==> src/rtl/uart_pkg.sv <==
// Shared types and constants for the UART receive path.
// Holds the receiver FSM encoding and the standard baud divisors for a 50 MHz clock.
package uart_pkg;

    localparam int CNT_W = 13;

    // Clocks per bit at 50 MHz.
    localparam int BAUD_DIV_9600   = 5208;
    localparam int BAUD_DIV_19200  = 2604;
    localparam int BAUD_DIV_38400  = 1302;
    localparam int BAUD_DIV_57600  = 868;
    localparam int BAUD_DIV_115200 = 434;

    typedef enum logic [2:0] {
        ST_IDLE  = 3'd0,
        ST_START = 3'd1,
        ST_DATA  = 3'd2,
        ST_STOP  = 3'd3,
        ST_BREAK = 3'd4
    } uart_state_t;

    // Counter value at which the start bit is re-checked, about mid-bit.
    function automatic int half_count(input int baud_div);
        return baud_div / 2 - 1;
    endfunction

endpackage

==> src/rtl/uart_rx_if.sv <==
// Parallel side of the UART receiver: received byte, strobes, busy and FSM state.
// rx_valid_o / rx_frame_err_o are single-cycle strobes with no back-pressure: the consumer captures on the strobe.
interface uart_rx_if;
    import uart_pkg::*;

    logic [7:0]  rx_data_o;
    logic        rx_valid_o;
    logic        rx_frame_err_o;
    logic        rx_busy_o;
    uart_state_t dbg_state;

    modport master (
        output rx_data_o,
        output rx_valid_o,
        output rx_frame_err_o,
        output rx_busy_o,
        output dbg_state
    );

    modport slave (
        input rx_data_o,
        input rx_valid_o,
        input rx_frame_err_o,
        input rx_busy_o,
        input dbg_state
    );

endinterface

==> src/rtl/sync_2ff.sv <==
// Two-flop synchroniser for a single asynchronous input.
// The reset value is a parameter so an idle-high line does not look like an edge out of reset.
module sync_2ff #(
    parameter logic RST_VAL = 1'b1
) (
    input  logic clk_i,
    input  logic rst_i,
    input  logic d,
    output logic q
);

    logic meta;

    always_ff @(posedge clk_i or posedge rst_i) begin
        if (rst_i) begin
            meta <= RST_VAL;
            q    <= RST_VAL;
        end else begin
            meta <= d;
            q    <= meta;
        end
    end

endmodule

==> src/rtl/uart_rx.sv <==
// 8N1 UART receiver: start-bit qualification at mid-bit, eight mid-bit data samples, stop check.
// A low stop bit raises a frame error and the receiver then waits for the line to return high.
module uart_rx
    import uart_pkg::*;
#(
    parameter int BAUD_DIV = BAUD_DIV_115200
) (
    input  logic     clk_i,
    input  logic     rst_i,
    input  logic     uart_rx_i,
    uart_rx_if.master rx_if
);

    localparam logic [CNT_W-1:0] LAST = CNT_W'(BAUD_DIV - 1);
    localparam logic [CNT_W-1:0] HALF = CNT_W'(half_count(BAUD_DIV));

    logic             rx_s;
    uart_state_t      state;
    logic [CNT_W-1:0] cnt;
    logic [2:0]       bit_idx;
    logic [7:0]       shift;
    logic [7:0]       data_q;
    logic             valid_q;
    logic             err_q;

    sync_2ff #(.RST_VAL(1'b1)) u_sync (
        .clk_i (clk_i),
        .rst_i (rst_i),
        .d     (uart_rx_i),
        .q     (rx_s)
    );

    always_ff @(posedge clk_i or posedge rst_i) begin
        if (rst_i) begin
            state   <= ST_IDLE;
            cnt     <= '0;
            bit_idx <= '0;
            shift   <= '0;
            data_q  <= '0;
            valid_q <= 1'b0;
            err_q   <= 1'b0;
        end else begin
            valid_q <= 1'b0;
            err_q   <= 1'b0;
            case (state)
                ST_IDLE: begin
                    if (!rx_s) begin
                        state <= ST_START;
                        cnt   <= '0;
                    end
                end
                ST_START: begin
                    if (cnt == HALF) begin
                        cnt     <= '0;
                        bit_idx <= '0;
                        // A start bit that is gone by mid-bit was only a glitch.
                        state   <= rx_s ? ST_IDLE : ST_DATA;
                    end else begin
                        cnt <= cnt + 1'b1;
                    end
                end
                ST_DATA: begin
                    if (cnt == LAST) begin
                        cnt   <= '0;
                        shift <= {rx_s, shift[7:1]};
                        if (bit_idx == 3'd7) begin
                            state <= ST_STOP;
                        end else begin
                            bit_idx <= bit_idx + 1'b1;
                        end
                    end else begin
                        cnt <= cnt + 1'b1;
                    end
                end
                ST_STOP: begin
                    if (cnt == LAST) begin
                        cnt <= '0;
                        if (rx_s) begin
                            data_q  <= shift;
                            valid_q <= 1'b1;
                            state   <= ST_IDLE;
                        end else begin
                            err_q <= 1'b1;
                            state <= ST_BREAK;
                        end
                    end else begin
                        cnt <= cnt + 1'b1;
                    end
                end
                ST_BREAK: begin
                    // Hold off until the line is released so a long low level is not a new start bit.
                    if (rx_s) begin
                        state <= ST_IDLE;
                    end
                end
                default: begin
                    state <= ST_IDLE;
                    cnt   <= '0;
                end
            endcase
        end
    end

    assign rx_if.rx_data_o      = data_q;
    assign rx_if.rx_valid_o     = valid_q;
    assign rx_if.rx_frame_err_o = err_q;
    assign rx_if.rx_busy_o      = (state != ST_IDLE);
    assign rx_if.dbg_state      = state;

endmodule

==> src/flat_wrapper.sv <==
// flat-port wrapper written by rule: the top's interface ports become plain ports
module uart_rx_flat import uart_pkg::*;
#(
    parameter int BAUD_DIV = BAUD_DIV_115200
)
  (clk_i, rst_i, uart_rx_i, rx_if_rx_data_o, rx_if_rx_valid_o, rx_if_rx_frame_err_o, rx_if_rx_busy_o, rx_if_dbg_state);
  uart_rx_if rx_if_i ();
  input  logic clk_i;
  input  logic rst_i;
  input  logic uart_rx_i;
  output wire logic [$bits(rx_if_i.rx_data_o)-1:0] rx_if_rx_data_o;
  output wire logic [$bits(rx_if_i.rx_valid_o)-1:0] rx_if_rx_valid_o;
  output wire logic [$bits(rx_if_i.rx_frame_err_o)-1:0] rx_if_rx_frame_err_o;
  output wire logic [$bits(rx_if_i.rx_busy_o)-1:0] rx_if_rx_busy_o;
  output wire logic [$bits(rx_if_i.dbg_state)-1:0] rx_if_dbg_state;
  assign rx_if_rx_data_o = rx_if_i.rx_data_o;
  assign rx_if_rx_valid_o = rx_if_i.rx_valid_o;
  assign rx_if_rx_frame_err_o = rx_if_i.rx_frame_err_o;
  assign rx_if_rx_busy_o = rx_if_i.rx_busy_o;
  assign rx_if_dbg_state = rx_if_i.dbg_state;
  uart_rx #(.BAUD_DIV(BAUD_DIV)) u_core (.clk_i(clk_i), .rst_i(rst_i), .uart_rx_i(uart_rx_i), .rx_if(rx_if_i));
endmodule
==> config.mk <==
export PLATFORM = sky130hd
export DESIGN_NAME = uart_rx_flat
export DESIGN_NICKNAME = d
export VERILOG_FILES = /design/src/rtl/uart_pkg.sv /design/src/rtl/uart_rx_if.sv /design/src/rtl/sync_2ff.sv /design/src/rtl/uart_rx.sv /design/src/flat_wrapper.sv
export SDC_FILE = /design/constraint.sdc
export NUM_CORES = 1
export LEC_CHECK = 0
export CORE_MARGIN = 5
export CORE_UTILIZATION = 63
export CTS_BUF_LIST = sky130_fd_sc_hd__clkbuf_4 sky130_fd_sc_hd__clkbuf_8
export DETAILED_ROUTE_END_ITERATION = 10
export GPL_ROUTABILITY_DRIVEN = 0
export GPL_TIMING_DRIVEN = 0
export PLACE_DENSITY = 0.86
export SETUP_SLACK_MARGIN = 0.02
export SLEW_MARGIN = 15
export SYNTH_ARGS = -nofsm -noshare
export SYNTH_HDL_FRONTEND = slang
export SYNTH_SLANG_ARGS = --single-unit
==> constraint.sdc <==
create_clock -name clk_i -period 5.5 [get_ports clk_i]
set_clock_uncertainty 0.2 [all_clocks]
set_input_delay 1.1 -clock clk_i [delete_from_list [all_inputs] [get_ports clk_i]]
set_output_delay 1.1 -clock clk_i [all_outputs]
set_load 0.02 [all_outputs]
# Yosys cells after proc, flatten, opt, wreduce, memory -nomap -nowiden

Index checks and enable logic that the tools add are counted.

Register bits: 39
Input bits: 3
Output and inout bits: 14
Word-level logic and storage cells: 58

Add/sub/neg operators: 2
Equality and inequality tests: 14
Multiplexer cells: 23
Bitwise logic cells: 1
Reductions and logical operators: 9

Operator list:

| operator                                               | count |
|---|---|
| case mux 13 bit (4 select lines)                       | 1 |
| two-way mux 13 bit                                     | 3 |
| two-way mux 3 bit                                      | 10 |
| case mux 3 bit (5 select lines)                        | 1 |
| adder 13 x 1 -> 13 bit (second input constant)         | 1 |
| == test 13 x 8 -> 1 bit (second input constant)        | 1 |
| == test 13 x 9 -> 1 bit (second input constant)        | 1 |
| inequality test 2 x 1 -> 1 bit (second input constant) | 4 |
| == test 3 x 2 -> 1 bit (second input constant)         | 2 |
| == test 3 bit (second input constant)                  | 2 |
| two-way mux 1 bit                                      | 6 |
| inequality test 2 bit (second input constant)          | 3 |
| case mux 3 bit (2 select lines)                        | 1 |
| AND reduction 6 bit                                    | 1 |
| AND reduction 2 bit                                    | 2 |
| AND reduction 4 bit                                    | 1 |
| adder 3 x 1 -> 3 bit (second input constant)           | 1 |
| == test 3 x 1 -> 1 bit (second input constant)         | 1 |
| zero test 3 bit                                        | 1 |
| AND reduction 3 bit                                    | 1 |
| nonzero test 3 bit                                     | 1 |
| two-way mux 2 bit                                      | 1 |
| nonzero test 2 bit                                     | 1 |
| OR reduction 2 bit                                     | 1 |
| NOT 1 bit                                              | 1 |

# Longest topological paths before layout

Gate-level depths: netlist of the first run.

Depth in word-level cells: 4
Gate-level depth with buffers: 8
Depth with buffers taken out: 7

# Modules after synthesis

Synthesis of the first run repeated with hierarchy kept, for this count alone.

Cells, all modules: 180
Area, all modules: 1,914.3 um2

Modules (own cells, without submodules):

| module   | instances | cells each | area an instance (um2) | sequential area each (um2) |
|---|---|---|---|---|
| uart_rx  | 1         | 177        | 1,858.0                | 925.9 |
| sync_2ff | 1         | 3          | 56.3                   | 52.6 |

# Worst setup path after synthesis of the first run

OpenSTA, ideal clock, no wires.

Path kind: register to output
From: reg u_core.state[1] (netlist: u_core.rx_if.dbg_state[1])
To: out rx_if_rx_busy_o
Arrival: 1.107 ns
Required time: 4.200 ns
Path slack: 3.093 ns
Cell stages (with the launch flop): 3
Buffers on the path: 1
Cells stage by stage: dfrtp_1 clkbuf_1 or3_1

Word-level cells in the longest chain between the ends: 1

Ends and longest elaborated chain:

| item                     | line               | text |
|---|---|---|
| start: declaration       | uart_rx.sv:18      | `uart_state_t state;` |
| start signal: assignment | uart_rx.sv:57      | `state <= rx_s ? ST_IDLE : ST_DATA;` |
| nonzero test 3 bit       | uart_rx.sv:107     | `assign rx_if.rx_busy_o = (state != ST_IDLE);` |
| end: declaration         | flat_wrapper.sv:14 | `output wire logic [$bits(rx_if_i.rx_busy_o)-1:0] rx_if_rx_busy_o;` |

Every way passes these cells.

# Worst setup path after layout of the first run

Ends and elaborated chain as after synthesis.

==> results of run 1 <==
==> layout make-up <==
| class | count | share of cell area |
|---|---|---|
| flip-flops and latches | 39 | 0.458 |
| multi-input cells | 114 | 0.394 |
| repair buffers | 16 | 0.0750 |
| clock buffers | 6 | 0.0211 |
| well taps | 31 | 0.0182 |
| inverters | 8 | 0.0141 |
| plain buffers | 7 | 0.0135 |
| clock inverters | 2 | 0.00586 |
==> registers in the layout (all words and copies together), names as in the netlist <==
register	flops
u_core.rx_if.rx_valid_o	1
u_core.cnt	13
u_core.rx_if.dbg_state	3
u_core.bit_idx	3
u_core.rx_if.rx_data_o	8
u_core.u_sync.q	1
u_core.u_sync.meta	1
u_core.rx_if.rx_frame_err_o	1
u_core.shift	8
==> worst min path at each step <==
stage | startpoint | endpoint | slack [ns]
CTS | u_core.u_sync.meta$_DFF_PP1_ | u_core.u_sync.q$_DFF_PP1_ | 0.16
global placement | u_core.u_sync.meta$_DFF_PP1_ | u_core.u_sync.q$_DFF_PP1_ | 0.15
detailed placement | u_core.u_sync.meta$_DFF_PP1_ | u_core.u_sync.q$_DFF_PP1_ | 0.15
global route | u_core.u_sync.meta$_DFF_PP1_ | u_core.u_sync.q$_DFF_PP1_ | 0.18
floorplan | u_core.u_sync.meta$_DFF_PP1_ | u_core.u_sync.q$_DFF_PP1_ | 0.15
finish | u_core.u_sync.meta$_DFF_PP1_ | u_core.u_sync.q$_DFF_PP1_ | 0.17
==> metal layers <==
| layer | routed length, µm | GRT usage |
|---|---|---|
| met1 | 1420 | 0.232 |
| met2 | 1670 | 0.309 |
| met3 | 222 | 0.0570 |
| met4 | 61 | 0.0712 |
| met5 | 0 | 0 |
==> cells in the mapped netlist, drive strengths merged (3+ instances only) <==
| cell type | number |
|---|---|
| dfrtp | 37 |
| mux2 | 18 |
| nand2 | 15 |
| o21ai | 12 |
| inv | 8 |
| nor2 | 7 |
| a21oi | 6 |
| nand3 | 6 |
| nor3 | 6 |
| clkbuf | 5 |
| ha | 5 |
| a22o | 4 |
| and3 | 3 |
| nand4 | 3 |
| nor4 | 3 |
| or3 | 3 |
| xnor2 | 3 |
==> power by group <==
part / internal, µW / total [µW] / leakage [µW] / switching, µW
combinational: 2.26 / 8.96 / 0.000436 / 6.70
sequential: 288 / 288 / 0.000523 / 0.204
clock: 54.2 / 144 / 0.0000317 / 89.6
==> stage by stage <==
step | utilization | cells
after floorplan | - | 168
after global placement | 0.741 | 215
after detailed placement | 0.741 | 215
after CTS | 0.761 | 223
after global routing | 0.761 | 223
final | 0.761 | 223
==> critical path, delay by kind of cell, from the launching register on <==
family	cells	cell delay, ns
buffers and inverters	2	0.74
AND/OR/NAND/NOR	1	0.40
flip-flops	1	0.39
==> logic make-up (layout without fill, tap and decap cells) <==
logic type / Yosys count / in the layout / share of synthesized area
simple gates: 56 / 56 / 0.182
mux: 19 / 19 / 0.113
xor+xnor: 3 / 3 / 0.0140
flops: 39 / 39 / 0.521
fa+ha+maj: 5 / 5 / 0.0333
compound gates: 31 / 31 / 0.106
buf+inv: 15 / 39 / 0.0313
==> out/qor.yml, run 1 <==
place:
  placed_area_um2: 2080
  pre_cts_slack_ns: 2.71
  dp_hpwl_um: 2520
  port_buffers: 16
synth:
  yosysWarnings: 0
  async_reset_ff_frac: 1.00
  ys_seq_area_frac: 0.521
  yosysTopAreaCell: "dfrtp_1"
  synth-edff-count: 0
  netlist_area_um2: 1880
  synth_area_per_cell_um2: 11.2
  yosysUniqueCellTypes: 38
  synth_seq_cells: 39
  synth.top_cell.area_share: 0.493
  synthCells: 168
  yosys_most_used_dff: "dfrtp_1"
  synthesis.nets: 176
  synth.area.top_cells: "dfrtp_1, mux2_2, ha_1, nand2_1, o21ai_0"
setup_path:
  crit_end: "rx_if_rx_busy_o"
  reg2reg_depth: 6
  r2r_setup_slack_ns: 2.93
  setup.worst_path.end_class: "output pin"
  crit_path_start: "u_core.rx_if.dbg_state[1]$_DFFE_PP0P_"
  critPathMaxStageDelay_ns: 0.54
  crit_type: "reg2out"
  path_cells: "clkbuf_1 > or3_1 > clkdlybuf4s50_1"
  cp.arrival_ns: 1.87
  worst-path-max-fanout: 10
  timing.rr.start: "u_core.cnt[2]$_DFFE_PP0P_"
  startpoint_type: "register"
  worstReg2RegEnd: "u_core.cnt[11]$_DFFE_PP0P_"
  critPathSlowestCell: "clkdlybuf4s50_1"
  required_ns: 4.20
sta:
  slew-limit-headroom: 0.491
  whs_ns: 0.166
  fin_ws_ns: 2.33
  fmax_mhz: 316
  rsz0062_at_grt: "no"
  setup_tns_ns: 0
  setup_viol: 0
  final_hold_viol_count: 0
  finalCritPeriodShare: 0.575
  drv_slew: 0
  tightest_slew_ns: 0.762
  min_period_ns: 3.17
finish:
  diodes: 0
  fin_nets: 199
  multi_input_area_um2: 842
  fillCellCount: 183
  mostFrequentLayoutCell: "dfrtp_1"
  mostFrequentLayoutCells: "dfrtp_1, mux2_2, clkdlybuf4s50_1, nand2_1, o21ai_0"
  seq_area_um2: 978
  syn2layout_area_growth_pct: 13.6
  stdcell_area_um2: 2140
  drive_gt1_frac: 0.198
routing:
  drtAntennaViolNets: 0
  drc: 0
  vias_per_cell: 6.06
  vias: 1352
  drt-initial-drc-count: 57
  routedWlPerCell_um: 15.2
  routed_wl_um: 3380
  firstDrtPassIters: 4
cts:
  cts_htree_levels: 2
  cts_made_buffers: 5
  clk_pin_slew_ns: 0.11
  cts_tree: "yes"
  cts_hold_buf: 0
  ctsResizeCount: 0
  clk_latency_ns: 0.34
  cts_buffer_depth: 2
  root_buffer: "clkbuf_4"
  post_cts_buffers: 0
  clock_sinks: 39
die:
  io_pins: 17
  fp.dieW_um: 64.6
  die-area_um2: 4180
  initial_core_util: 0.670
  fp-row-count: 19
  die_h_um: 64.6
  core_area_um2: 2810
flow_run:
  maxCapViolations: 0
power_and_ir_drop:
  max-vdd-ir-drop_mv: 0.217
  power.total_uw: 441
  p_leak_uw: 0.000991
  power_density_nw_per_um2: 206
global_routing:
  grt_max_degree: 40
  grt_usage: 0.187
  grt_pass1_wl_um: 5980
  gr-total-overflow: 0
  grt_pass1_vias: 1318
  grt_antenna_before_repair: 0
min_path:
  hp-class: "reg2reg"
  hold_depth: 0
run_status:
  outcome: "completed"
No activity file was read; power rests on OpenSTA's default activity.
==> run 2, diff against run 1 <==
--- a/config.mk
+++ b/config.mk
@@ -6,12 +6,12 @@
 export NUM_CORES = 1
 export LEC_CHECK = 0
 export CORE_MARGIN = 5
-export CORE_UTILIZATION = 63
+export CORE_UTILIZATION = 59
 export CTS_BUF_LIST = sky130_fd_sc_hd__clkbuf_4 sky130_fd_sc_hd__clkbuf_8
 export DETAILED_ROUTE_END_ITERATION = 10
 export GPL_ROUTABILITY_DRIVEN = 0
 export GPL_TIMING_DRIVEN = 0
-export PLACE_DENSITY = 0.86
+export PLACE_DENSITY = 0.81
 export SETUP_SLACK_MARGIN = 0.02
 export SLEW_MARGIN = 15
 export SYNTH_ARGS = -nofsm -noshare
==> constraint.sdc (replaced) <==
create_clock -name clk_i -period 3.2 [get_ports clk_i]
set_clock_uncertainty 0.2 [all_clocks]
set_input_delay 0.64 -clock clk_i [delete_from_list [all_inputs] [get_ports clk_i]]
set_output_delay 0.64 -clock clk_i [all_outputs]
set_load 0.02 [all_outputs]
==> out/qor.yml, run 2 (synthesis results as in run 1) <==
cts:
  root_buffer: "clkbuf_4"
  clk_latency_ns: 0.35
  cts_tree: "yes"
  ctsResizeCount: 0
  cts_made_buffers: 5
  cts_buffer_depth: 2
  cts_htree_levels: 2
  post_cts_buffers: 0
  clk_pin_slew_ns: 0.12
  clock_sinks: 39
  cts_hold_buf: 0
setup_path:
  crit_type: "reg2out"
  critPathSlowestCell: "clkdlybuf4s50_1"
  worst-path-max-fanout: 10
  cp.arrival_ns: 1.93
  required_ns: 2.36
  worstReg2RegEnd: "u_core.cnt[11]$_DFFE_PP0P_"
  startpoint_type: "register"
  reg2reg_depth: 6
  path_cells: "clkbuf_1 > or3_1 > clkdlybuf4s50_1"
  timing.rr.start: "u_core.cnt[2]$_DFFE_PP0P_"
  crit_path_start: "u_core.rx_if.dbg_state[1]$_DFFE_PP0P_"
  critPathMaxStageDelay_ns: 0.55
  crit_end: "rx_if_rx_busy_o"
  r2r_setup_slack_ns: 0.59
  setup.worst_path.end_class: "output pin"
routing:
  drtAntennaViolNets: 0
  vias: 1345
  drc: 0
  routedWlPerCell_um: 15.6
  met3_wirelength_um: 135
  dr_wl_met2_um: 1840
  drt-initial-drc-count: 126
  wl_met1_um: 1680
  vias_per_cell: 5.72
  dr.max_layer_used: "met4"
  routed_wl_um: 3660
  firstDrtPassIters: 5
power_and_ir_drop:
  power_frac_clock: 0.387
  power_density_nw_per_um2: 384
  seq_power_share: 0.594
  switching_share: 0.198
  power.internal_uw: 668
  p_leak_uw: 0.00100
  pwr-share-comb: 0.019
  p_sw_uw: 165
  max-vdd-ir-drop_mv: 0.311
finish:
  syn2layout_area_growth_pct: 15.4
  fin_nets: 199
  final_util: 0.711
  mostFrequentLayoutCell: "dfrtp_1"
  top_register: "u_core.cnt"
  largest_register_ffs: 13
  drive_gt1_frac: 0.194
  mostFrequentLayoutCells: "dfrtp_1, mux2_2, clkdlybuf4s50_1, nand2_1, o21ai_0"
  diodes: 0
sta:
  min_period_ns: 2.77
  slew-limit-headroom: 0.487
  final_hold_viol_count: 0
  rsz0062_at_grt: "no"
  finalCritPeriodShare: 0.865
  drv_slew: 0
  fmax_mhz: 361
  setup_tns_ns: 0
  whs_ns: 0.164
  tightest_slew_ns: 0.768
  setup_viol: 0
die:
  die-area_um2: 4410
  io_pins: 17
  core_area_um2: 3050
  initial_core_util: 0.616
  fp-row-count: 20
  fp.dieW_um: 66.4
  die_h_um: 66.4
min_path:
  hp-class: "reg2reg"
global_routing:
  grt_pass1_wl_um: 6410
  gr-total-overflow: 0
  grt_pass1_vias: 1368
  grt_usage: 0.193
  grt_antenna_before_repair: 0
  grt_max_degree: 40
place:
  dp_hpwl_um: 2640
  port_buffers: 16
flow_run:
  maxCapViolations: 0
run_status:
  outcome: "completed"
[run 2: worst max-delay path, delay by kind of cell (launching register included)]
kind	cells	cell delay [ns]
buf+inv	2	0.74
flops	1	0.40
simple gates	1	0.43
[run 2: worst min-delay path by stage]
| stage | startpoint | end | depth (start not counted) | slack (ns) |
|---|---|---|---|---|
| global route | u_core.u_sync.meta$_DFF_PP1_ | u_core.u_sync.q$_DFF_PP1_ | 0 | 0.17 |
| detailed placement | u_core.u_sync.meta$_DFF_PP1_ | u_core.u_sync.q$_DFF_PP1_ | 0 | 0.15 |
| global placement | u_core.u_sync.meta$_DFF_PP1_ | u_core.u_sync.q$_DFF_PP1_ | 0 | 0.15 |
| CTS | u_core.u_sync.meta$_DFF_PP1_ | u_core.u_sync.q$_DFF_PP1_ | 0 | 0.16 |
| finish | u_core.u_sync.meta$_DFF_PP1_ | u_core.u_sync.q$_DFF_PP1_ | 0 | 0.16 |
| floorplan | u_core.u_sync.meta$_DFF_PP1_ | u_core.u_sync.q$_DFF_PP1_ | 0 | 0.15 |
[run 2: final cells by class]
cell class                 instances  area [µm²]
buffer                             7        28.8
clock buffer                       6        45.0
clock inverter                     1        30.0
fill                             255         883
inverter                           8        30.0
multi-input combinational        114         842
sequential                        39         978
tap                               44        55.1
timing repair buffer              16         160
[run 2: stage by stage]
| stage | total power [µW] | area [µm²] | cells | setup WS, ns |
|---|---|---|---|---|
| after global routing | 872 | 2170 | 235 | 0.330 |
| final | 834 | 2170 | 235 | 0.432 |
| after floorplan | 515 | 1880 | 168 | 0.843 |
| after global placement | 520 | 2090 | 228 | 0.651 |
| after detailed placement | 521 | 2090 | 228 | 0.628 |
| after CTS | 839 | 2170 | 235 | 0.418 |
[run 2: power groups by stage]
| stage | clock network, µW | logic, µW | registers [µW] |
|---|---|---|---|
| finish | 323 | 15.6 | 495 |
| global route | 357 | 18.8 | 496 |
| CTS | 327 | 16.7 | 495 |
| detailed placement | 0 | 16.6 | 505 |
| global placement | 0 | 15.7 | 505 |
| floorplan | 0 | 10.7 | 505 |
[run 2: routing by layer]
layer  GRT usage  up-vias
met1       0.248      664
met4      0.0457        0
li1            -      653
met3      0.0544        2
met5           0        -
met2       0.322       26
